$ cat src/rtl/aesl_axis_stall_probe.sv
// aesl_axis_stall_probe
//
// Sim-side AXI-Stream stall probe. It watches the TVALID/TREADY pair of each
// top-level stream and flags the channels that have been stalled for
// STALL_THRESH consecutive cycles. Those flags feed the dataflow deadlock
// monitor. The probe then confirms the monitor's block output over CONFIRM
// consecutive cycles and latches a sticky report for the testbench.
//
// Ports
//   clock           : single clock, rising edge
//   reset           : synchronous, active-high
//   ch_tvalid       : TVALID per channel
//   ch_tready       : TREADY per channel
//   axis_block_sigs : per-channel "stalled past threshold", registered
//   mon_block       : block output of the deadlock monitor
//   mon_info        : axis_block_info output of the deadlock monitor
//   deadlock_flag   : sticky confirmed deadlock
//   deadlock_info   : mon_info captured in the confirming cycle
//   deadlock_cycle  : cycle counter captured in the confirming cycle
//
// Channel FSM (one per channel)
//   state      | meaning
//   ST_IDLE    | channel not blocked, cnt = 0
//   ST_WAIT    | blocked for fewer than STALL_THRESH cycles
//   ST_BLOCKED | blocked past threshold, flag asserted, cnt saturates at 255
//
// Report FSM
//   state       | meaning
//   RP_RUN      | monitor not blocking
//   RP_CONF     | monitor blocking, confirm count running
//   RP_LATCHED  | report captured, terminal until reset

module aesl_axis_stall_probe #(
  parameter int unsigned       NUM_CH       = 2,
  parameter logic [NUM_CH-1:0] DIR_MASK     = NUM_CH'(2'b10),
  parameter int unsigned       STALL_THRESH = 16,
  parameter int unsigned       CONFIRM      = 4
) (
  input  logic                  clock,
  input  logic                  reset,
  input  logic [NUM_CH-1:0]     ch_tvalid,
  input  logic [NUM_CH-1:0]     ch_tready,
  output logic [NUM_CH-1:0]     axis_block_sigs,
  input  logic                  mon_block,
  input  logic [2*NUM_CH-1:0]   mon_info,
  output logic                  deadlock_flag,
  output logic [2*NUM_CH-1:0]   deadlock_info,
  output logic [31:0]           deadlock_cycle
);

  localparam logic [1:0] ST_IDLE    = 2'd0;
  localparam logic [1:0] ST_WAIT    = 2'd1;
  localparam logic [1:0] ST_BLOCKED = 2'd2;

  localparam logic [1:0] RP_RUN     = 2'd0;
  localparam logic [1:0] RP_CONF    = 2'd1;
  localparam logic [1:0] RP_LATCHED = 2'd2;

  localparam logic [7:0] THRESH = 8'(STALL_THRESH);
  localparam logic [7:0] CONF_N = 8'(CONFIRM);

  logic [31:0] cyc;

  always_ff @(posedge clock) begin
    if (reset) cyc <= '0;
    else       cyc <= cyc + 32'd1;
  end

  genvar i;
  generate
    for (i = 0; i < NUM_CH; i++) begin : g_ch
      logic       cond;
      logic [1:0] st, st_n;
      logic [7:0] cnt, cnt_n, cnt_inc;
      logic       blk_q;

      // Input streams stall on an empty source, output streams on backpressure.
      assign cond = DIR_MASK[i] ? (ch_tvalid[i] & ~ch_tready[i])
                                : (ch_tready[i] & ~ch_tvalid[i]);

      assign cnt_inc = (cnt == 8'hFF) ? cnt : cnt + 8'd1;

      always_comb begin
        st_n  = st;
        cnt_n = cnt;
        if (!cond) begin
          st_n  = ST_IDLE;
          cnt_n = '0;
        end else begin
          case (st)
            ST_IDLE: begin
              cnt_n = 8'd1;
              st_n  = (THRESH <= 8'd1) ? ST_BLOCKED : ST_WAIT;
            end
            ST_WAIT: begin
              cnt_n = cnt_inc;
              if (cnt_inc >= THRESH) st_n = ST_BLOCKED;
            end
            ST_BLOCKED: cnt_n = cnt_inc;
            default: begin
              st_n  = ST_IDLE;
              cnt_n = '0;
            end
          endcase
        end
      end

      // Flag registered from the next state so it rises in the same cycle
      // the FSM enters ST_BLOCKED.
      always_ff @(posedge clock) begin
        if (reset) begin
          st    <= ST_IDLE;
          cnt   <= '0;
          blk_q <= 1'b0;
        end else begin
          st    <= st_n;
          cnt   <= cnt_n;
          blk_q <= (st_n == ST_BLOCKED);
        end
      end

      assign axis_block_sigs[i] = blk_q;
    end
  endgenerate

  logic [1:0] rp, rp_n;
  logic [7:0] conf_cnt, conf_cnt_n;
  logic [7:0] conf_inc;

  assign conf_inc = conf_cnt + 8'd1;

  always_comb begin
    rp_n       = rp;
    conf_cnt_n = conf_cnt;
    case (rp)
      RP_RUN: begin
        if (mon_block) begin
          conf_cnt_n = 8'd1;
          rp_n       = (CONF_N <= 8'd1) ? RP_LATCHED : RP_CONF;
        end
      end
      RP_CONF: begin
        if (!mon_block) begin
          conf_cnt_n = '0;
          rp_n       = RP_RUN;
        end else begin
          conf_cnt_n = conf_inc;
          if (conf_inc >= CONF_N) rp_n = RP_LATCHED;
        end
      end
      RP_LATCHED: rp_n = RP_LATCHED;
      default: begin
        rp_n       = RP_RUN;
        conf_cnt_n = '0;
      end
    endcase
  end

  always_ff @(posedge clock) begin
    if (reset) begin
      rp             <= RP_RUN;
      conf_cnt       <= '0;
      deadlock_flag  <= 1'b0;
      deadlock_info  <= '0;
      deadlock_cycle <= '0;
    end else begin
      rp       <= rp_n;
      conf_cnt <= conf_cnt_n;
      // Capture only on the entering edge; LATCHED ignores later inputs.
      if (rp != RP_LATCHED && rp_n == RP_LATCHED) begin
        deadlock_flag  <= 1'b1;
        deadlock_info  <= mon_info;
        deadlock_cycle <= cyc;
      end
    end
  end

endmodule
$ cat config.mk
export PLATFORM = sky130hd
export DESIGN_NAME = aesl_axis_stall_probe
export DESIGN_NICKNAME = d
export VERILOG_FILES = /design/src/rtl/aesl_axis_stall_probe.sv
export SDC_FILE = /design/constraint.sdc
export NUM_CORES = 1
export LEC_CHECK = 0
export BUFFER_PORTS_ARGS = -buffer_cell sky130_fd_sc_hd__buf_2
export CAP_MARGIN = 10
export CORE_MARGIN = 2
export CORE_UTILIZATION = 30
export CTS_BUF_LIST = sky130_fd_sc_hd__clkbuf_4 sky130_fd_sc_hd__clkbuf_8
export DETAILED_ROUTE_END_ITERATION = 10
export PLACE_DENSITY_LB_ADDON = 0.2
export SETUP_SLACK_MARGIN = 0.15
export SLEW_MARGIN = 10
export SYNTH_ARGS = -nofsm -noshare
export SYNTH_HDL_FRONTEND = slang
export SYNTH_SLANG_ARGS = --single-unit
$ cat constraint.sdc
create_clock -name clock -period 5.2 [get_ports clock]
set_input_delay 0.78 -clock clock [delete_from_list [all_inputs] [get_ports clock]]
set_output_delay 0.78 -clock clock [all_outputs]
set_load 0.01 [all_outputs]
==> key figures, run 1 <==
Outcome
  • Status: completed

Route
  • Metal-1 WL: 4.83 mm
  • Initial DRC count: between 150 and 200
  • WL met2: 4.20 mm
  • Final WL: 9.49 mm
  • Top routing layer in use: met4
  • WL per Instance: 12.0 um
  • DRT Pass-1 Iters: 4
  • Vias per inst: 4.63
  • Via count of the routed design: 3,657
  • Antenna-violating nets left: 0
  • DRC: 0
  • Met3 WL: slightly above 300 um

Global routing
  • Gr ovfl total: 0
  • Vias in the first global route: 3,343
  • Initial antenna violation count: 0
  • Global-route wire length before repair: 15.9 mm
  • Tot GR Track Use: 11.6%
  • Largest net degree at the start of global routing: roughly 60

Worst setup path
  • Worst r2r dst: deadlock_cycle[22]
  • Startpoint Class: flop
  • Worst EP arrival: roughly 3.0 ns
  • Kind of critical path: reg -> reg
  • Critical path launch point: conf_cnt[0]
  • R2R setup slack: 2.48 ns
  • Critical path endpoint category: flop
  • Critical Path End: deadlock_cycle[22]
  • Reg2reg start: conf_cnt[0]
  • Critical Path RT: about 5.5 ns
  • Reg2Reg Depth: 7
  • CP max FO: 23

Clock tree
  • Clock buffer count from CTS: 9
  • Post-CTS setup buffers: 0
  • Hold Buf Count CTS: 0
  • Htree depth: 3
  • CTS max path bufs: 2
  • Resized Gates After CTS: 0
  • Reg clk slew, reported paths: around 0.090 ns
  • CTS tree: yes
  • Clock Latency Late Sink: around 0.37 ns
  • Sink Count: 101
  • Root Buffer: clkbuf_8

Timing
  • Post-Route Setup TNS: 0 ns
  • Final Critical Period: around 2.7 ns
  • FMAX: 368 MHz
  • Final Hold Viols: 0
  • Max-slew violations: 0
  • Hold slack final: about 0.46 ns
  • Final Cycle Share: 52.3%
  • Slew @ Worst Pin: 1.05 ns
  • Slew margin rel.: 30.2%
  • RSZ-0062 raised after global routing: no
  • Max Clock Skew: 0.00625 ns
  • # setup viols final: 0

Layout
  • Relative area change from synthesis to final layout: 12.0%
  • Register area: 2020 um2
  • Antenna fix cells: 0
  • FILL cells: 1,666
  • Non-filler cells, final: 790
  • Layout cells sized above 1: 15.0%
  • Final net count: 592
  • Multi-input logic area: 2590 um2

Placement
  • Placed Cells: between 700 and 800
  • GP Congestion: 0.802
  • Final HPWL DP: approximately 6.6 mm
  • Buffers on Ports: 49

Die
  • Core Rows: 46
  • Core region area: between 15,000 and 20,000 um2
  • Die Wd: between 100 and 150 um
  • # IOs: 50
  • Die area: 17,100 um2
  • Die Height: 131 um
  • Initial Util: 30.5%

Synth
  • Synth cell count leaders: 101 x dfxtp_1, 73 x nand2b_1, 54 x nor2_1
  • Syn nets: 555
  • Syn_area_per_cell: 9.05 um2
  • Post-Syn Area: 4810 um2
  • Synthesized instance count: 532
  • EDFF count, synth: 0
  • Yosys top cell area share: 42.0%
  • Seq/Total Area, Yosys: 42.0%
  • Async S/R FF share, synth: 0%
  • Yosys top cell by area: dfxtp_1
  • Yosys reg bits: 101
  • Yosys warnings: 0
  • Top area cells in the synthesized netlist: dfxtp_1 42%, nand2b_1 9.5%, mux2i_1 8.5%, nor2_1 4.2%, ha_1 3.1%
  • Top FF cell, synth: dfxtp_1
  • Post-synthesis cell type count: 50
  • Top-count cell post-synth: dfxtp_1

Hold path
  • Worst min path class: reg -> reg

Run
  • Max_cap viols: 0

Power
  • Leak pwr: 1.99 nW
  • Pwr/cell area: between 200 and 300 nW/um2
  • IR drop worst, VDD: 0.103 mV
[layer usage]
layer / global-route usage (%) / vias to the layer above
li1: - / 1925
met1: 15.3 / 1671
met2: 18.4 / 49
met3: 2.57 / 12
met4: 4.69 / 0
met5: 0 / -
[metrics by stage]
stage | worst slack, ns | power, W | cell area (um2) | util (%)
global route | 2.25 | 0.00142 | 5390 | 34.2
global placement | 2.27 | 0.000848 | 5190 | 32.9
CTS | 2.41 | 0.00139 | 5390 | 34.2
detailed placement | 2.20 | 0.000849 | 5190 | 32.9
finish | 2.48 | 0.00136 | 5390 | 34.2
floorplan | 3.26 | 0.000837 | 4810 | -
[flip-flops by register name (all words and copies together) (netlist names)]
name            count
g_ch.cnt           16
rp                  2
g_ch.st             4
cyc                32
deadlock_flag       1
deadlock_info       4
g_ch.blk_q          2
deadlock_cycle     32
conf_cnt            8
[power breakdown]
group | internal, W | switching [W] | total, W
clock | 0.000264 | 0.000264 | 0.000528
sequential | 0.000777 | 0.00000591 | 0.000783
combinational | 0.0000222 | 0.0000247 | 0.0000469
[cells in the final DEF, fill, tap and decap left out, types with 2 or more instances in the layout]
| master | count |
|---|---|
| a211oi_1 | 5 |
| a21oi_1 | 22 |
| a221oi_1 | 2 |
| a31o_2 | 4 |
| a31oi_1 | 5 |
| and2_1 | 3 |
| and3_1 | 8 |
| and4_1 | 5 |
| buf_2 | 49 |
| buf_4 | 2 |
| clkbuf_4 | 5 |
| clkbuf_8 | 10 |
| dfxtp_1 | 101 |
| ha_1 | 12 |
| inv_1 | 13 |
| mux2_2 | 2 |
| mux2i_1 | 41 |
| nand2_1 | 26 |
| nand2b_1 | 73 |
| nand3_1 | 20 |
| nand3b_1 | 2 |
| nand4_1 | 12 |
| nand4_4 | 3 |
| nor2_1 | 54 |
| nor2b_1 | 5 |
| nor3_1 | 12 |
| nor3b_1 | 2 |
| nor4_1 | 7 |
| o211ai_1 | 3 |
| o21ai_0 | 21 |
| or2_2 | 5 |
| or3_1 | 5 |
| or3_2 | 2 |
| xnor2_1 | 10 |
| xor2_1 | 7 |
[worst min path at each step]
stage | cells past startpoint | slack, ns | to | start
finish | 2 | 0.46 | deadlock_flag | deadlock_flag
global route | 2 | 0.47 | deadlock_flag | deadlock_flag
CTS | 2 | 0.46 | deadlock_flag | deadlock_flag
detailed placement | 2 | 0.44 | deadlock_flag | deadlock_flag
global placement | 2 | 0.44 | deadlock_flag | deadlock_flag
floorplan | 1 | 0.43 | cyc[0] | cyc[0]
[logic make-up after synthesis]
kind of cell | after synthesis | share of synthesized area, %
and+or+nand+nor | 250 | 29.2
DFF | 101 | 42.0
AOI/OAI and AO/OA | 70 | 8.78
muxes | 44 | 9.23
buffers and inverters | 38 | 4.57
xor gates and xnor gates | 17 | 3.09
adders and majority gates | 12 | 3.12
[final cells by class]
type | count | share of cell area [%]
Clock buffer | 15 | 3.25
Clock inverter | 1 | 0.557
Inverter | 13 | 0.905
Multi-Input combinational cell | 393 | 48.0
Sequential cell | 101 | 37.5
Tap cell | 216 | 5.01
Timing Repair Buffer | 51 | 4.82
[worst max-delay path, cell delays in order (launching register included)]
cell	delay, ns
dfxtp_1	0.44
ha_1	0.27
nand3_1	0.14
nor2_1	0.16
xnor2_1	0.16
a31oi_4	0.85
buf_4	0.40
mux2i_1	0.22
Power figures use the tool's default switching activity.
==> run 2, diff against run 1 <==
Clock period 5.2 ns to 2.8 ns, I/O delays scaled along.
==> run 2 against run 1 <==
Hold slack lost 0.16 ns. Via count is 0.57% higher. Register-to-register slack worse by 1.8 ns. Clock power rose by 72%. Wire length decreased by 1.2%. Utilization stayed put. Die area unchanged. Sequential share of layout area stayed put. Global-route usage about the same. Critical path depth fell by 2. Highest routed layer unchanged.
==> key figures, run 2 (synthesis gave the netlist of run 1 again) <==
Die
  • Core Rows: 46 (unchanged)
  • Die area: 17,100 um2 (unchanged)
  • Die Wd: 131 um (unchanged)
  • Core region area: 15,800 um2 (unchanged)
  • Initial Util: 30.5% (unchanged)
  • Die Height: 131 um (unchanged)
  • # IOs: 50 (unchanged)

Placement
  • Final HPWL DP: 6.38 mm (-3.1%)
  • GP Congestion: 0.786 (-2.0%)
  • Buffers on Ports: 49 (unchanged)
  • Post-Place Worst Slack: 0.652 ns (-1.55 ns)

Layout
  • Relative area change from synthesis to final layout: 12.0% (unchanged)
  • Finished Core Util: 34.2% (unchanged)
  • Final net count: 593 (+0.17%)
  • FILL cells: 1,625 (-2.5%)
  • Antenna fix cells: 0 (unchanged)
  • Layout cells sized above 1: 15.0% (unchanged)
  • Commonest cells after routing, fill and taps aside: 101 x dfxtp_1, 73 x nand2b_1, 54 x nor2_1
  • Multi-input logic area: 2590 um2 (unchanged)
  • Register area: 2020 um2 (unchanged)
  • Largest regs: cyc: 32 flops, deadlock_cycle: 32 flops, g_ch.cnt: 16 flops
  • Most common cell after layout, fill and taps aside: dfxtp_1

Timing
  • Final Cycle Share: 76.0% (+24 points)
  • RSZ-0062 raised after global routing: no
  • Setup slack after layout: 0.673 ns (-1.81 ns)
  • FMAX: 470 MHz (+28%)
  • Final Critical Period: 2.13 ns (-0.592 ns)
  • Slew @ Worst Pin: 0.805 ns (-0.241 ns)
  • Final Hold Viols: 0 (unchanged)
  • Slew margin rel.: 45.6% (+15 points)
  • # setup viols final: 0 (unchanged)
  • Hold slack final: 0.299 ns (-0.156 ns)
  • Max-slew violations: 0 (unchanged)
  • Max Clock Skew: 0.00759 ns (+0.00133 ns)
  • Post-Route Setup TNS: 0 ns (unchanged)

Route
  • Antenna-violating nets left: 0 (unchanged)
  • DRC: 0 (unchanged)
  • WL per Instance: 11.9 um (-1.2%)
  • Initial DRC count: 238 (+28%)
  • Vias per inst: 4.66 (+0.57%)
  • DRT Pass-1 Iters: 4 (unchanged)
  • Via count of the routed design: 3,678 (+0.57%)
  • Final WL: 9.38 mm (-1.2%)

Clock tree
  • Htree depth: 3 (unchanged)
  • Sink Count: 101 (unchanged)
  • CTS max path bufs: 2 (unchanged)
  • Clock buffer count from CTS: 9 (unchanged)
  • Hold Buf Count CTS: 0 (unchanged)
  • Root Buffer: clkbuf_8
  • CTS tree: yes
  • Resized Gates After CTS: 0 (unchanged)
  • Clock Latency Late Sink: 0.37 ns (about the same)
  • Reg clk slew, reported paths: 0.10 ns (about the same)
  • Post-CTS setup buffers: 0 (unchanged)

Worst setup path
  • Kind of critical path: reg -> reg
  • CP max FO: 13 (-43%)
  • Startpoint Class: flop
  • Critical Path RT: 3.11 ns (-2.40 ns)
  • Worst EP arrival: 2.43 ns (-0.59 ns)
  • Critical path endpoint category: flop

Global routing
  • Gr ovfl total: 0 (unchanged)
  • Initial antenna violation count: 0 (unchanged)
  • Largest net degree at the start of global routing: 116 (+90%)
  • Vias in the first global route: 3,347 (+0.12%)
  • Tot GR Track Use: 11.6% (about the same)
  • Global-route wire length before repair: 15.9 mm (about the same)

Power
  • Pwr/cell area: 455 nW/um2 (+81%)
  • IR drop worst, VDD: 0.192 mV (+87%)
  • Leak pwr: 1.99 nW (about the same)

Run
  • Max_cap viols: 0 (unchanged)

Outcome
  • Status: completed

Hold path
  • Worst min path class: in -> reg
==> run 2: changes by cell type in the layout (fill, tap and decap cells not counted) <==
cell,delta
clkbuf_4,-3
clkbuf_8,+2
buf_12,+1
clkinv_2,+1
bufinv_16,-1
==> run 2: through the flow <==
step	cells	instance area (um2)	power [W]
2_1_floorplan	532	4810	0.00156
3_3_place_gp	775	5210	0.00158
3_5_place_dp	775	5210	0.00158
4_1_cts	790	5390	0.00250
5_1_grt	790	5390	0.00256
6_report	790	5390	0.00245
==> run 2: final timing paths <==
| kind | start | to | slack [ns] | depth (start not counted) |
|---|---|---|---|---|
| max | cyc[0] | cyc[14] | 0.67 | 5 |
| min | mon_info[0] | deadlock_info[0] | 0.30 | 3 |
| max reg2reg | cyc[0] | cyc[14] | 0.67 | 5 |
| min reg2reg | deadlock_flag | deadlock_flag | 0.45 | 2 |
==> run 2: cell type report <==
type                            instances  area share, %
Inverter                               13          0.905
Tap cell                              216           5.01
Clock buffer                           14           3.34
Sequential cell                       101           37.5
Clock inverter                          1         0.0928
Multi-Input combinational cell        393           48.0
Timing Repair Buffer                   52           5.20
==> run 2: where the power goes <==
| part | internal, W | leakage (nW) | switching, W | total [W] |
|---|---|---|---|---|
| registers | 0.00144 | 0.815 | 0.0000111 | 0.00145 |
| clock network | 0.000412 | 0.0994 | 0.000497 | 0.000909 |
| logic | 0.0000429 | 1.08 | 0.0000466 | 0.0000895 |
==> run 2: layer usage <==
layer / global-route usage (%) / vias up / share of wire (%)
met3: 2.48 / 13 / 3.5
met5: 0 / - / 0
met2: 17.7 / 54 / 44
met1: 15.7 / 1693 / 51
met4: 5.13 / 0 / 2.0
li1: - / 1918 / -
==> run 2: critical path, stage by stage (launching register included) <==
cell and delay [ns]:
dfxtp_1 0.40, ha_1 0.27, and3_1 0.18, nand4_1 0.45
or3_2 0.62, a21oi_1 0.14
